--- config.mk ---
export PLATFORM = sky130hd
export DESIGN_NAME = ct_ifu_l0_btb_wr_ctrl_flat
export DESIGN_NICKNAME = d
export VERILOG_FILES = /design/src/rtl/ct_ifu_l0btb_pkg.sv /design/src/rtl/ct_ifu_l0_btb_wr_ctrl_if.sv /design/src/rtl/ct_ifu_l0btb_victim_ptr.sv /design/src/rtl/ct_ifu_l0_btb_wr_ctrl.sv /design/src/flat_wrapper.sv
export SDC_FILE = /design/constraint.sdc
export NUM_CORES = 1
export LEC_CHECK = 0
export ABC_AREA = 0
export BUFFER_PORTS_ARGS = -buffer_cell sky130_fd_sc_hd__buf_2
export CAP_MARGIN = 40
export CELL_PAD_IN_SITES_DETAIL_PLACEMENT = 1
export CELL_PAD_IN_SITES_GLOBAL_PLACEMENT = 2
export CORE_AREA = 2 2 106 108
export DETAILED_ROUTE_END_ITERATION = 10
export DIE_AREA = 0 0 108 110
export GPL_ROUTABILITY_DRIVEN = 0
export GPL_TIMING_DRIVEN = 1
export PLACE_DENSITY = 0.7
export SYNTH_ARGS = -nofsm -noshare
export SYNTH_HDL_FRONTEND = slang
export SYNTH_SLANG_ARGS = --single-unit
--- constraint.sdc ---
create_clock -name entry_clk -period 1.6 [get_ports entry_clk]
set_clock_uncertainty 0.2 [all_clocks]
set_input_delay 0.08 -clock entry_clk [delete_from_list [all_inputs] [get_ports entry_clk]]
set_output_delay 0.08 -clock entry_clk [all_outputs]
set_load 0.02 [all_outputs]
--- src/rtl/ct_ifu_l0btb_pkg.sv ---
// Shared constants for the IFU L0 BTB write-side logic: entry count,
// field widths, write-enable bit positions and the pending-refresh record.
package ct_ifu_l0btb_pkg;

   localparam int L0BTB_ENTRY_NUM = 16;
   localparam int L0BTB_IDX_W     = 4;

   localparam int L0BTB_TAG_W     = 15;
   localparam int L0BTB_WAY_W     = 2;
   localparam int L0BTB_TGT_W     = 20;
   localparam int L0BTB_DATA_W    = L0BTB_TAG_W + L0BTB_WAY_W + L0BTB_TGT_W;

   localparam int L0BTB_WEN_W     = 4;
   localparam int WEN_VLD         = 3;
   localparam int WEN_CNT         = 2;
   localparam int WEN_RAS         = 1;
   localparam int WEN_DATA        = 0;

   // One buffered counter refresh that lost arbitration to an allocation.
   typedef struct packed {
      logic                   vld;
      logic [L0BTB_IDX_W-1:0] idx;
      logic                   val;
   } l0btb_pend_t;

   // Entry index to one-hot entry select.
   function automatic logic [L0BTB_ENTRY_NUM-1:0] l0btb_onehot(
      input logic [L0BTB_IDX_W-1:0] idx
   );
      logic [L0BTB_ENTRY_NUM-1:0] vec;
      vec      = '0;
      vec[idx] = 1'b1;
      return vec;
   endfunction

endpackage

--- src/rtl/ct_ifu_l0_btb_wr_ctrl_if.sv ---
// Request/entry-write bundle of the L0 BTB write controller.
// Handshake: a request (inv_req / alloc_vld / cnt_upd_vld) is a single-cycle
// strobe with no back-pressure; alloc_ack is high in the same cycle an
// allocation is accepted, and entry_* outputs are registered one cycle later.
interface ct_ifu_l0_btb_wr_ctrl_if;
   import ct_ifu_l0btb_pkg::*;

   logic                       cp0_ifu_btb_en;
   logic                       cp0_ifu_l0btb_en;
   logic                       inv_req;
   logic                       alloc_vld;
   logic [L0BTB_DATA_W-1:0]    alloc_data;
   logic                       alloc_cnt;
   logic                       alloc_ras;
   logic [L0BTB_ENTRY_NUM-1:0] alloc_hit_vec;
   logic                       cnt_upd_vld;
   logic [L0BTB_IDX_W-1:0]     cnt_upd_idx;
   logic                       cnt_upd_val;

   logic                       alloc_ack;
   logic [L0BTB_ENTRY_NUM-1:0] entry_update;
   logic [L0BTB_WEN_W-1:0]     entry_wen;
   logic [L0BTB_DATA_W-1:0]    entry_update_data;
   logic                       entry_update_vld;
   logic                       entry_update_cnt;
   logic                       entry_update_ras;
   logic                       entry_inv;

   modport slave (
      input  cp0_ifu_btb_en, cp0_ifu_l0btb_en, inv_req, alloc_vld, alloc_data,
             alloc_cnt, alloc_ras, alloc_hit_vec, cnt_upd_vld, cnt_upd_idx,
             cnt_upd_val,
      output alloc_ack, entry_update, entry_wen, entry_update_data,
             entry_update_vld, entry_update_cnt, entry_update_ras, entry_inv
   );

   modport master (
      output cp0_ifu_btb_en, cp0_ifu_l0btb_en, inv_req, alloc_vld, alloc_data,
             alloc_cnt, alloc_ras, alloc_hit_vec, cnt_upd_vld, cnt_upd_idx,
             cnt_upd_val,
      input  alloc_ack, entry_update, entry_wen, entry_update_data,
             entry_update_vld, entry_update_cnt, entry_update_ras, entry_inv
   );

endinterface

--- src/rtl/ct_ifu_l0btb_victim_ptr.sv ---
// Round-robin victim pointer for L0 BTB allocation; wraps 15 -> 0.
module ct_ifu_l0btb_victim_ptr
   import ct_ifu_l0btb_pkg::*;
(
   input  logic                   entry_clk,
   input  logic                   cpurst_b,
   input  logic                   ptr_clr,
   input  logic                   ptr_inc,
   output logic [L0BTB_IDX_W-1:0] ptr
);

   logic [L0BTB_IDX_W-1:0] ptr_q;

   // Clear has priority over increment; natural 4-bit overflow gives the wrap.
   always_ff @(posedge entry_clk or negedge cpurst_b) begin
      if (!cpurst_b)
         ptr_q <= '0;
      else if (ptr_clr)
         ptr_q <= '0;
      else if (ptr_inc)
         ptr_q <= ptr_q + L0BTB_IDX_W'(1);
   end

   assign ptr = ptr_q;

endmodule

--- src/rtl/ct_ifu_l0_btb_wr_ctrl.sv ---
// Write-side controller of the 16-entry IFU L0 BTB: arbitrates
// invalidate-all > allocation > counter refresh and drives registered
// entry select / field enables / write data.
// Optional feature macro: CT_IFU_L0BTB_UPD_BUF_EN keeps a one-deep buffer
// for a counter refresh that lost to an allocation; without it such a
// refresh is dropped.
module ct_ifu_l0_btb_wr_ctrl
   import ct_ifu_l0btb_pkg::*;
(
   input  logic                    entry_clk,
   input  logic                    cpurst_b,
   ct_ifu_l0_btb_wr_ctrl_if.slave  bus
);

   logic                       ctrl_en;
   logic                       inv_sel;
   logic                       alloc_sel;
   logic                       cnt_sel;
   logic                       alloc_hit;
   logic [L0BTB_IDX_W-1:0]     victim_ptr;
   logic [L0BTB_ENTRY_NUM-1:0] alloc_tgt_vec;

   logic                       pend_vld;
   logic [L0BTB_IDX_W-1:0]     pend_idx;
   logic                       pend_val;

   logic [L0BTB_ENTRY_NUM-1:0] upd_d,   upd_q;
   logic [L0BTB_WEN_W-1:0]     wen_d,   wen_q;
   logic [L0BTB_DATA_W-1:0]    data_d,  data_q;
   logic                       vld_d,   vld_q;
   logic                       cnt_d,   cnt_q;
   logic                       ras_d,   ras_q;
   logic                       inv_d,   inv_q;

   // Both enables gate sampling only; an already registered command still issues.
   assign ctrl_en       = bus.cp0_ifu_btb_en & bus.cp0_ifu_l0btb_en;
   assign inv_sel       = ctrl_en & bus.inv_req;
   assign alloc_sel     = ctrl_en & ~bus.inv_req & bus.alloc_vld;
   assign cnt_sel       = ctrl_en & bus.cnt_upd_vld;
   assign alloc_hit     = |bus.alloc_hit_vec;
   assign alloc_tgt_vec = alloc_hit ? bus.alloc_hit_vec : l0btb_onehot(victim_ptr);
   assign bus.alloc_ack = alloc_sel;

   ct_ifu_l0btb_victim_ptr u_victim_ptr (
      .entry_clk (entry_clk),
      .cpurst_b  (cpurst_b),
      .ptr_clr   (inv_sel),
      .ptr_inc   (alloc_sel & ~alloc_hit),
      .ptr       (victim_ptr)
   );

`ifdef CT_IFU_L0BTB_UPD_BUF_EN
   l0btb_pend_t pend_d, pend_q;

   // Buffer a refresh that loses to an allocation (newest wins); drop it when
   // the allocation rewrites that same entry or once it has been issued.
   always_comb begin
      pend_d = pend_q;
      if (inv_sel) begin
         pend_d = '0;
      end else if (alloc_sel) begin
         if (cnt_sel) begin
            pend_d.vld = 1'b1;
            pend_d.idx = bus.cnt_upd_idx;
            pend_d.val = bus.cnt_upd_val;
         end
         if (pend_d.vld && alloc_tgt_vec[pend_d.idx])
            pend_d.vld = 1'b0;
      end else if (ctrl_en) begin
         pend_d = '0;
      end
   end

   // Pending refresh register; lost on reset.
   always_ff @(posedge entry_clk or negedge cpurst_b) begin
      if (!cpurst_b)
         pend_q <= '0;
      else
         pend_q <= pend_d;
   end

   assign pend_vld = pend_q.vld;
   assign pend_idx = pend_q.idx;
   assign pend_val = pend_q.val;
`else
   assign pend_vld = 1'b0;
   assign pend_idx = '0;
   assign pend_val = 1'b0;
`endif

   // Arbitrate the sampled requests into next-cycle write command.
   always_comb begin
      upd_d  = '0;
      wen_d  = '0;
      data_d = '0;
      vld_d  = 1'b0;
      cnt_d  = 1'b0;
      ras_d  = 1'b0;
      inv_d  = 1'b0;
      if (inv_sel) begin
         inv_d = 1'b1;
      end else if (alloc_sel) begin
         upd_d  = alloc_tgt_vec;
         wen_d  = '1;
         data_d = bus.alloc_data;
         vld_d  = 1'b1;
         cnt_d  = bus.alloc_cnt;
         ras_d  = bus.alloc_ras;
      end else if (cnt_sel) begin
         upd_d          = l0btb_onehot(bus.cnt_upd_idx);
         wen_d[WEN_CNT] = 1'b1;
         cnt_d          = bus.cnt_upd_val;
      end else if (ctrl_en && pend_vld) begin
         upd_d          = l0btb_onehot(pend_idx);
         wen_d[WEN_CNT] = 1'b1;
         cnt_d          = pend_val;
      end
   end

   // Registered write command; reset clears any in-flight command at once.
   always_ff @(posedge entry_clk or negedge cpurst_b) begin
      if (!cpurst_b) begin
         upd_q  <= '0;
         wen_q  <= '0;
         data_q <= '0;
         vld_q  <= 1'b0;
         cnt_q  <= 1'b0;
         ras_q  <= 1'b0;
         inv_q  <= 1'b0;
      end else begin
         upd_q  <= upd_d;
         wen_q  <= wen_d;
         data_q <= data_d;
         vld_q  <= vld_d;
         cnt_q  <= cnt_d;
         ras_q  <= ras_d;
         inv_q  <= inv_d;
      end
   end

   assign bus.entry_update      = upd_q;
   assign bus.entry_wen         = wen_q;
   assign bus.entry_update_data = data_q;
   assign bus.entry_update_vld  = vld_q;
   assign bus.entry_update_cnt  = cnt_q;
   assign bus.entry_update_ras  = ras_q;
   assign bus.entry_inv         = inv_q;

endmodule

--- src/flat_wrapper.sv ---
// flat-port wrapper written by rule: the top's interface ports become plain ports
module ct_ifu_l0_btb_wr_ctrl_flat import ct_ifu_l0btb_pkg::*;
  (entry_clk, cpurst_b, bus_cp0_ifu_btb_en, bus_cp0_ifu_l0btb_en, bus_inv_req, bus_alloc_vld, bus_alloc_data, bus_alloc_cnt, bus_alloc_ras, bus_alloc_hit_vec, bus_cnt_upd_vld, bus_cnt_upd_idx, bus_cnt_upd_val, bus_alloc_ack, bus_entry_update, bus_entry_wen, bus_entry_update_data, bus_entry_update_vld, bus_entry_update_cnt, bus_entry_update_ras, bus_entry_inv);
  ct_ifu_l0_btb_wr_ctrl_if bus_i ();
  input  logic entry_clk;
  input  logic cpurst_b;
  input wire logic [$bits(bus_i.cp0_ifu_btb_en)-1:0] bus_cp0_ifu_btb_en;
  input wire logic [$bits(bus_i.cp0_ifu_l0btb_en)-1:0] bus_cp0_ifu_l0btb_en;
  input wire logic [$bits(bus_i.inv_req)-1:0] bus_inv_req;
  input wire logic [$bits(bus_i.alloc_vld)-1:0] bus_alloc_vld;
  input wire logic [$bits(bus_i.alloc_data)-1:0] bus_alloc_data;
  input wire logic [$bits(bus_i.alloc_cnt)-1:0] bus_alloc_cnt;
  input wire logic [$bits(bus_i.alloc_ras)-1:0] bus_alloc_ras;
  input wire logic [$bits(bus_i.alloc_hit_vec)-1:0] bus_alloc_hit_vec;
  input wire logic [$bits(bus_i.cnt_upd_vld)-1:0] bus_cnt_upd_vld;
  input wire logic [$bits(bus_i.cnt_upd_idx)-1:0] bus_cnt_upd_idx;
  input wire logic [$bits(bus_i.cnt_upd_val)-1:0] bus_cnt_upd_val;
  output wire logic [$bits(bus_i.alloc_ack)-1:0] bus_alloc_ack;
  output wire logic [$bits(bus_i.entry_update)-1:0] bus_entry_update;
  output wire logic [$bits(bus_i.entry_wen)-1:0] bus_entry_wen;
  output wire logic [$bits(bus_i.entry_update_data)-1:0] bus_entry_update_data;
  output wire logic [$bits(bus_i.entry_update_vld)-1:0] bus_entry_update_vld;
  output wire logic [$bits(bus_i.entry_update_cnt)-1:0] bus_entry_update_cnt;
  output wire logic [$bits(bus_i.entry_update_ras)-1:0] bus_entry_update_ras;
  output wire logic [$bits(bus_i.entry_inv)-1:0] bus_entry_inv;
  assign bus_i.cp0_ifu_btb_en = bus_cp0_ifu_btb_en;
  assign bus_i.cp0_ifu_l0btb_en = bus_cp0_ifu_l0btb_en;
  assign bus_i.inv_req = bus_inv_req;
  assign bus_i.alloc_vld = bus_alloc_vld;
  assign bus_i.alloc_data = bus_alloc_data;
  assign bus_i.alloc_cnt = bus_alloc_cnt;
  assign bus_i.alloc_ras = bus_alloc_ras;
  assign bus_i.alloc_hit_vec = bus_alloc_hit_vec;
  assign bus_i.cnt_upd_vld = bus_cnt_upd_vld;
  assign bus_i.cnt_upd_idx = bus_cnt_upd_idx;
  assign bus_i.cnt_upd_val = bus_cnt_upd_val;
  assign bus_alloc_ack = bus_i.alloc_ack;
  assign bus_entry_update = bus_i.entry_update;
  assign bus_entry_wen = bus_i.entry_wen;
  assign bus_entry_update_data = bus_i.entry_update_data;
  assign bus_entry_update_vld = bus_i.entry_update_vld;
  assign bus_entry_update_cnt = bus_i.entry_update_cnt;
  assign bus_entry_update_ras = bus_i.entry_update_ras;
  assign bus_entry_inv = bus_i.entry_inv;
  ct_ifu_l0_btb_wr_ctrl u_core (.entry_clk(entry_clk), .cpurst_b(cpurst_b), .bus(bus_i));
endmodule
# After elaboration in Yosys (flattened, before gate mapping)
# Cells that the tools add are included.
dict set report classes {
  n_div 0
  bitwise_logic 8
  shift 0
  mux 24
  addsub 1
  n_eq_ne 0
  magnitude_cmp 4
  n_reduce_logical 4
  multipliers 0
}
# cell n
set ops {}
lappend ops {{37-bit 2-to-1 mux} 2}
lappend ops {{16-bit 2-to-1 mux} 4}
lappend ops {{16-bit OR reduction} 1}
lappend ops {{1-bit 2-to-1 mux} 12}
lappend ops {{4-bit 2-to-1 mux} 3}
lappend ops {{4-bit by 5-bit < comparator with 1-bit output, second input constant} 2}
lappend ops {{1-bit demux with 4-bit select} 2}
lappend ops {{4-bit by 1-bit >= comparator with 1-bit output, second input constant} 2}
lappend ops {{1-bit bitwise AND} 6}
lappend ops {{4-bit by 1-bit adder with 4-bit output, second input constant} 1}
lappend ops {{1-bit logical AND} 2}
lappend ops {{2-bit 2-to-1 mux} 1}
lappend ops {{1-bit inverter} 2}
lappend ops {{2-bit nonzero test} 1}
dict set report totals {
  n_memories 0
  out_inout_bits 62
  romBits 0
  wordCells 49
  latchBits 0
  reg_bits 65
  ramBits 0
}

# Longest topological paths before layout
# Gate-level depths: netlist (run 1).
dict set report logic_depth {
  depth_word 7
  mapped_depth 6
  ltp_nobuf 5
}

# Hierarchy
# A second synthesis (run 1) with hierarchy kept.
dict set report unflattened {
  cells_unflattened 196
  area_unflattened_um2 2458.6
}
# mod instances cells_each area_each_um2
set modules_own_cells {}
lappend modules_own_cells {ct_ifu_l0_btb_wr_ctrl 1 180 2265.9}
lappend modules_own_cells {ct_ifu_l0btb_victim_ptr 1 16 192.7}

# Least setup slack after synthesis (run 1)
# No wires, ideal clock.
dict set report synth_path {
  kind {reg2reg}
  start {reg u_core.u_victim_ptr.ptr_q[0], in the netlist u_core.u_victim_ptr.ptr[0]}
  end {reg u_core.u_victim_ptr.ptr_q[2], in the netlist u_core.u_victim_ptr.ptr[2]}
  stages_incl_launch_ff 5
  setup_slack_ns 0.049
  n_path_buf 0
  setup_time_ns 0.077
  arrival_ns 1.274
  t_required_ns 1.323
  period_less_slack_ns 1.551
  cell_sequence {dfrtp_1 -> ha_1 -> inv_1 -> or4_1 -> a21oi_1}
}
dict set report synth_via {
  elab_chain_len 3
}
# item line
set synth_lines {}
lappend synth_lines {{start, declared} ct_ifu_l0btb_victim_ptr.sv:12} ;# logic [L0BTB_IDX_W-1:0] ptr_q;
lappend synth_lines {{start signal, assigned} ct_ifu_l0btb_victim_ptr.sv:21} ;# ptr_q <= ptr_q + L0BTB_IDX_W'(1);
lappend synth_lines {{4-bit by 1-bit adder with 4-bit output} ct_ifu_l0btb_victim_ptr.sv:21}
lappend synth_lines {{4-bit 2-to-1 mux} ct_ifu_l0btb_victim_ptr.sv:20} ;# else if (ptr_inc)
lappend synth_lines {{4-bit 2-to-1 mux} ct_ifu_l0btb_victim_ptr.sv:18} ;# else if (ptr_clr)
# No other way between the ends. The select of a mux whose other input is x is not followed.
# A chain may end at the register's enable or synchronous reset.

# Final worst setup path (run 1)
# Same ends and word-level chain as after synthesis.

==> results of run 1 <==
[final cells by class]
| type | instances | area share, % |
|---|---|---|
| inverters | 9 | 0.774 |
| flip-flops and latches | 62 | 35.6 |
| clock inverters | 6 | 1.58 |
| well taps | 140 | 4.01 |
| multi-input cells | 134 | 20.9 |
| clock buffers | 10 | 3.15 |
| repair buffers | 216 | 34.0 |
[logic make-up after synthesis]
logic type                 count (synthesis)
and+or+nand+nor                           89
DFF                                       62
AOI/OAI and AO/OA                         41
buffers and inverters                     21
adders and majority gates                  4
[layout by cell type, fill, tap and decap left out, types with 2 or more instances in the layout]
cell type	instances
a21oi_1	4
or3_1	2
o2bb2a_1	2
and2_1	38
inv_6	2
o31ai_1	7
nor4_2	3
buf_4	23
nand4_1	2
nor2b_1	2
nand3_1	7
o21ai_0	10
a41o_1	7
dfrtp_1	61
nor2_1	7
ha_1	4
nand2_1	15
buf_2	128
clkbuf_8	10
dlygate4sd3_1	63
inv_1	8
or4_1	2
buf_12	2
a31o_2	3
[metrics by stage]
stage               area [um2]  std cells  setup WS, ns
finish                    4360        577        0.0679
global placement          3510        498       -0.0753
floorplan                 2540        217        0.0488
CTS                       4320        574        0.0391
detailed placement        3510        498        -0.123
global route              4360        577        0.0234
[sequential cells by signal (all words and copies together), names as in the netlist]
register                      count
u_core.bus.entry_update_data     37
u_core.bus.entry_update          16
u_core.u_victim_ptr.ptr           4
u_core.bus.entry_wen              2
u_core.bus.entry_inv              1
u_core.bus.entry_update_cnt       1
u_core.bus.entry_update_ras       1
[worst max-delay path, delay by kind of cell, from the launching register on]
kind            cells  cell delay [ns]
compound gates      1             0.15
simple gates        1             0.51
fa+ha+maj           1             0.18
flops               1             0.36
buf+inv             1             0.05
[synthesized netlist by cell type]
library cell and count:
dfrtp_1 62, and2_1 38, nand2_1 15, o21ai_0 10
clkbuf_1 8, inv_1 8, a41o_1 7, nand3_1 7
nor2_1 7, o31ai_1 7, a21oi_1 4, ha_1 4
a31o_2 3, buf_4 3, nor4_2 3, nand4_1 2
nor2b_1 2, nor3_1 2, o2bb2a_1 2, or3_1 2
or4_1 2, a21boi_0 1, a2bb2oi_1 1, a32oi_1 1
a41oi_1 1, and3_1 1, and4_2 1, buf_2 1
clkinv_1 1, nand3b_1 1, nand4_2 1, nand4b_1 1
nor4_4 1, nor4b_1 1, o211ai_1 1, o21ai_1 1
o31a_1 1, o41ai_1 1, or2_2 1, or4_4 1
[path summary, 6_finish.rpt]
check                                            from                                to  slack (ns)  cells after the start
max                        u_core.u_victim_ptr.ptr[0]        u_core.u_victim_ptr.ptr[2]        0.07                      4
min                             bus_alloc_hit_vec[15]        u_core.u_victim_ptr.ptr[2]      -0.006                      5
max reg2reg                u_core.u_victim_ptr.ptr[0]        u_core.u_victim_ptr.ptr[2]        0.07                      4
min reg2reg                u_core.u_victim_ptr.ptr[3]        u_core.u_victim_ptr.ptr[3]        0.45                      2
max in group asynchronous                    cpurst_b        u_core.u_victim_ptr.ptr[2]        0.82                      3
min in group asynchronous                    cpurst_b  u_core.bus.entry_update_data[15]        0.08                      3
[per-layer routing]
layer,vias to the layer above,share of wire [%]
li1,1187,-
met1,1194,41
met2,87,52
met3,13,5.9
met4,0,1.7
met5,-,0
[power breakdown]
group,total [mW],switching (mW),leakage [nW],internal [mW]
combinational,0.423,0.201,1.39,0.222
clock,1.42,0.653,0.103,0.772
sequential,1.60,0.00701,0.856,1.59
[timing repair]
action	4_1_cts	5_1_grt
endpoints found under the hold margin	119	3
setup endpoints to repair	0	4
resized for setup	0	3
hold buffers	60	3
==> flow_metrics.py, run 1 <==
metrics = {
    "outcome": {
        "status": "finished, violations left",
        "violations": "negative hold slack",
    },
    "sta": {
        "hold_slack_ns": -0.00596,
        "rsz0062_at_grt": "false",
        "fin_setup_tns_ns": 0,
        "period_needed_ns": 1.53,
        "hold_viol": 1,
        "setup_viol_count_final": 0,
        "fin_crit_sh_pct": 95.8,
        "timing.fmax_mhz": 653,
        "timing.slew.headroom_pct": 68.1,
        "slew_violations": 0,
        "max_slew.worst_pin.slew_ns": 0.474,
    },
    "synth": {
        "postSynthAreaPerCell_um2": 11.7,
        "synth-seq-area-share_pct": 61.0,
        "synth_top_family_by_area": "simple AND/OR/NAND/NOR gates",
        "synth_xor_area_share_pct": 0,
        "synth-seq-cells": 62,
        "ys_top_cells_by_area": "dfrtp_1 (61%), and2_1 (9.3%), a41o_1 (2.8%), nand2_1 (2.2%), o31ai_1 (2.1%)",
        "synthCells": 217,
        "synth_compound_area_share_pct": 11.9,
        "synth_top_cell_by_area": "dfrtp_1",
        "syn_nets": 288,
        "ys_types": 40,
        "synth_top_area_share_pct": 61.0,
        "synth_mux_area_share_pct": 0,
        "synth-simple-area-share_pct": 21.5,
        "synth_fa_ha_area_share_pct": 1.97,
        "ys_warn_count": 0,
        "netlist_area_mm2": 0.00254,
    },
    "routing": {
        "wl_um": 8810,
        "drc": 0,
        "first_pass_iters": 4,
        "via_per_inst": 4.30,
        "dr_total_vias": 2481,
        "drtIter0Drc": 95,
        "wl_per_cell_um": 15.3,
        "ant_nets": 0,
    },
    "setup_path": {
        "cp_slowest_cell": "or4_1",
        "cp.arrival_ns": 1.60,
        "path_cells": "ha_1 > inv_1 > or4_1 > a21oi_1",
        "cp.required_ns": 1.66,
        "critPathKind": "flop to flop",
        "start_kind": "flop",
        "crit_path_end_kind": "flop",
        "max_stage_delay_ns": 0.51,
        "worst-path-max-fanout": 2,
    },
    "power": {
        "power_density_mw_per_mm2": 790,
        "p_leak_nw": 2.35,
        "power_mw": 3.45,
        "peakVddDrop_v": 0.000384,
    },
    "finish": {
        "area_delta_synth_final_pct": 71.6,
        "drive_gt1_share_pct": 41.9,
        "final_util_pct": 40.8,
        "n_fill_cell": 1219,
        "regArea_mm2": 0.00155,
        "final_net_count": 503,
        "multiInputGateArea_um2": 912,
        "antenna_cells": 0,
    },
    "clock_tree": {
        "path_clk_slew_ns": 0.07,
        "cts.sinks": 62,
        "cts.path.max_buffers": 2,
        "cts-root-buf": "clkbuf_8",
        "postCtsSetupRepairBufs": 0,
        "numCtsBuffers": 9,
        "htreeDepth": 3,
        "clock_latency_ns": 0.34,
        "cts_tree": "built",
    },
    "global_route": {
        "grt_pass1_wl_um": 13800,
        "grt_pass1_vias": 2675,
        "grt.busiest_layer": "met2",
        "track_usage_pct": 15.5,
        "grt_max_degree": 63,
        "groute.layer.met2.usage_pct": 27.4,
        "met1_usage_pct": 18.0,
        "antenna_found_initial": 0,
        "gr-total-overflow": 0,
        "gr-usage-met3_pct": 4.00,
    },
    "floorplanning": {
        "rows": 38,
        "die_h_um": 110,
        "initial_core_util_pct": 23.8,
        "die_w_um": 108,
        "die-area_mm2": 0.0119,
        "core_area_mm2": 0.0107,
        "pin_count": 129,
    },
    "run": {
        "maxCapViolations": 0,
    },
    "placed_design": {
        "port_buffers": 128,
        "place_hpwl_um": 6120,
    },
    "min_path": {
        "min_path_type": "input pin to flop",
    },
}
No activity file was read; power rests on OpenSTA's default activity.
==> inputs of run 2 (changes only) <==
--- a/config.mk
+++ b/config.mk
@@ -16,6 +16,7 @@
 export GPL_ROUTABILITY_DRIVEN = 0
 export GPL_TIMING_DRIVEN = 1
 export PLACE_DENSITY = 0.7
+export RECOVER_POWER = 25
 export SYNTH_ARGS = -nofsm -noshare
 export SYNTH_HDL_FRONTEND = slang
 export SYNTH_SLANG_ARGS = --single-unit
==> run 2 against run 1 <==
Effect of this change: the run still ends with negative hold slack left; critical path type unchanged; global-route usage stayed put; utilization is 0.19 points lower; die area stayed put; flip-flop and latch count stayed put; sequential share of layout area is 0.16 points higher; worst hold slack hardly changed; critical endpoint unchanged; cell area is 0.46% lower; via count is 0.40% higher.
==> flow_metrics.py, run 2 (synthesis gave the netlist of run 1 again) <==
metrics = {
    "sta": {
        "hold_slack_ns": -0.00612,
        "timing.fmax_mhz": 653,
        "max_slew.worst_pin.slew_ns": 0.853,
        "setup_viol_count_final": 0,
        "timing.slew.headroom_pct": 43.1,
        "hold_viol": 1,
        "fin_crit_sh_pct": 95.8,
        "slew_violations": 0,
        "period_needed_ns": 1.53,
        "rsz0062_at_grt": "false",
    },
    "placed_design": {
        "port_buffers": 128,
        "place_hpwl_um": 6120,
        "place_area_mm2": 0.00351,
        "placedCellCount": 498,
    },
    "clock_tree": {
        "cts_tree": "built",
        "numCtsBuffers": 9,
        "cts.path.max_buffers": 2,
        "htreeDepth": 3,
        "cts.sinks": 62,
        "cts-root-buf": "clkbuf_8",
        "clock_latency_ns": 0.34,
        "path_clk_slew_ns": 0.07,
    },
    "setup_path": {
        "cp.arrival_ns": 1.60,
        "cp_slowest_cell": "or4_1",
        "worst-path-max-fanout": 2,
        "critPathKind": "flop to flop",
        "cp.required_ns": 1.66,
        "path_cells": "ha_1 > inv_1 > or4_1 > a21oi_1",
        "regToRegEndpoint": "u_core.u_victim_ptr.ptr[2]",
        "r2r-start": "u_core.u_victim_ptr.ptr[0]",
        "start_kind": "flop",
        "cp-startpoint": "u_core.u_victim_ptr.ptr[0]",
        "r2r_cells": 4,
        "r2r_setup_slack_ns": 0.07,
        "crit_path_end_kind": "flop",
        "max_stage_delay_ns": 0.51,
        "crit_end": "u_core.u_victim_ptr.ptr[2]",
    },
    "floorplanning": {
        "die_w_um": 108,
        "pin_count": 129,
        "core_area_mm2": 0.0107,
        "die-area_mm2": 0.0119,
        "die_h_um": 110,
        "rows": 38,
        "initial_core_util_pct": 23.8,
    },
    "finish": {
        "multiInputGateArea_um2": 912,
        "layout_common_cells": "buf_2 (128), dlygate4sd3_1 (63), dfrtp_1 (61)",
        "fin_cells": 577,
        "antenna_cells": 0,
        "fin_area_mm2": 0.00434,
        "n_fill_cell": 1222,
        "final_net_count": 503,
        "final_common_cell": "buf_2",
        "regArea_mm2": 0.00155,
        "final_util_pct": 40.6,
        "area_delta_synth_final_pct": 70.8,
        "largest_reg_flops": 37,
        "drive_gt1_share_pct": 41.4,
    },
    "routing": {
        "first_pass_iters": 4,
        "ant_nets": 0,
        "dr_total_vias": 2491,
        "wl_per_cell_um": 15.3,
        "via_per_inst": 4.32,
        "drtIter0Drc": 93,
        "wl_um": 8810,
        "drc": 0,
    },
    "outcome": {
        "violations": "negative hold slack",
        "status": "finished, violations left",
    },
    "global_route": {
        "track_usage_pct": 15.5,
        "grt_pass1_vias": 2675,
        "antenna_found_initial": 0,
        "gr-total-overflow": 0,
        "grt_max_degree": 63,
        "grt_pass1_wl_um": 13800,
    },
    "run": {
        "maxCapViolations": 0,
    },
    "power": {
        "power_density_mw_per_mm2": 792,
        "power_mw": 3.44,
        "p_leak_nw": 2.34,
        "peakVddDrop_v": 0.000384,
    },
    "min_path": {
        "whs_path_depth": 5,
        "min_path_type": "input pin to flop",
    },
}
==> run 2: what timing repair did <==
item,CTS,global route
buffers inserted,0,0
endpoints found under the hold margin,119,3
gates resized for setup,0,3
setup endpoints to repair,0,4
hold buffers,60,3
==> run 2: worst min path at each step <==
stage	end	from	slack, ns
after floorplan	u_core.bus.entry_inv	cpurst_b	-0.42
after global placement	u_core.bus.entry_update_data[14]	cpurst_b	-0.08
after detailed placement	u_core.bus.entry_update_data[15]	cpurst_b	-0.07
after CTS	u_core.bus.entry_update[8]	bus_alloc_hit_vec[8]	-0.10
after global routing	u_core.u_victim_ptr.ptr[2]	bus_alloc_hit_vec[15]	-0.009
final	u_core.u_victim_ptr.ptr[2]	bus_alloc_hit_vec[15]	-0.006
==> run 2: power by group <==
part / switching (mW) / internal (mW)
Combinational: 0.201 / 0.217
Clock: 0.653 / 0.772
Sequential: 0.00701 / 1.59
Total: 0.860 / 2.58
==> run 2: layout make-up <==
| cell class | instances | share of cell area [%] |
|---|---|---|
| clock buffers | 10 | 3.17 |
| flip-flops and latches | 62 | 35.7 |
| clock inverters | 6 | 1.58 |
| inverters | 9 | 0.778 |
| repair buffers | 216 | 33.7 |
| well taps | 140 | 4.03 |
| multi-input cells | 134 | 21.0 |
==> run 2: metrics by stage <==
| stage | setup WS, ns | hold slack [ns] | TNS [ns] |
|---|---|---|---|
| finish | 0.0678 | -0.00612 | 0 |
| global route | 0.0234 | -0.00940 | 0 |
| CTS | 0.0391 | -0.104 | 0 |
| detailed placement | -0.123 | -0.0693 | -0.745 |
| global placement | -0.0753 | -0.0808 | -0.542 |
| floorplan | 0.0488 | -0.416 | 0 |
==> run 2: metal layers <==
layer	vias to the layer above	track usage [%]	routed length [um]
met4	0	6.04	152
met2	89	27.4	4540
met3	13	4.00	522
met1	1201	18.0	3590
li1	1188	-	-
met5	-	0	0
==> run 2: worst max-delay path, delay by kind of cell, from the launching register on <==
| kind | cells | cell delay (ns) |
|---|---|---|
| adder cells (fa/ha/maj) | 1 | 0.18 |
| AND/OR/NAND/NOR | 1 | 0.51 |
| AO/OA/AOI/OAI | 1 | 0.15 |
| flip-flops | 1 | 0.36 |
| buffers and inverters | 1 | 0.05 |
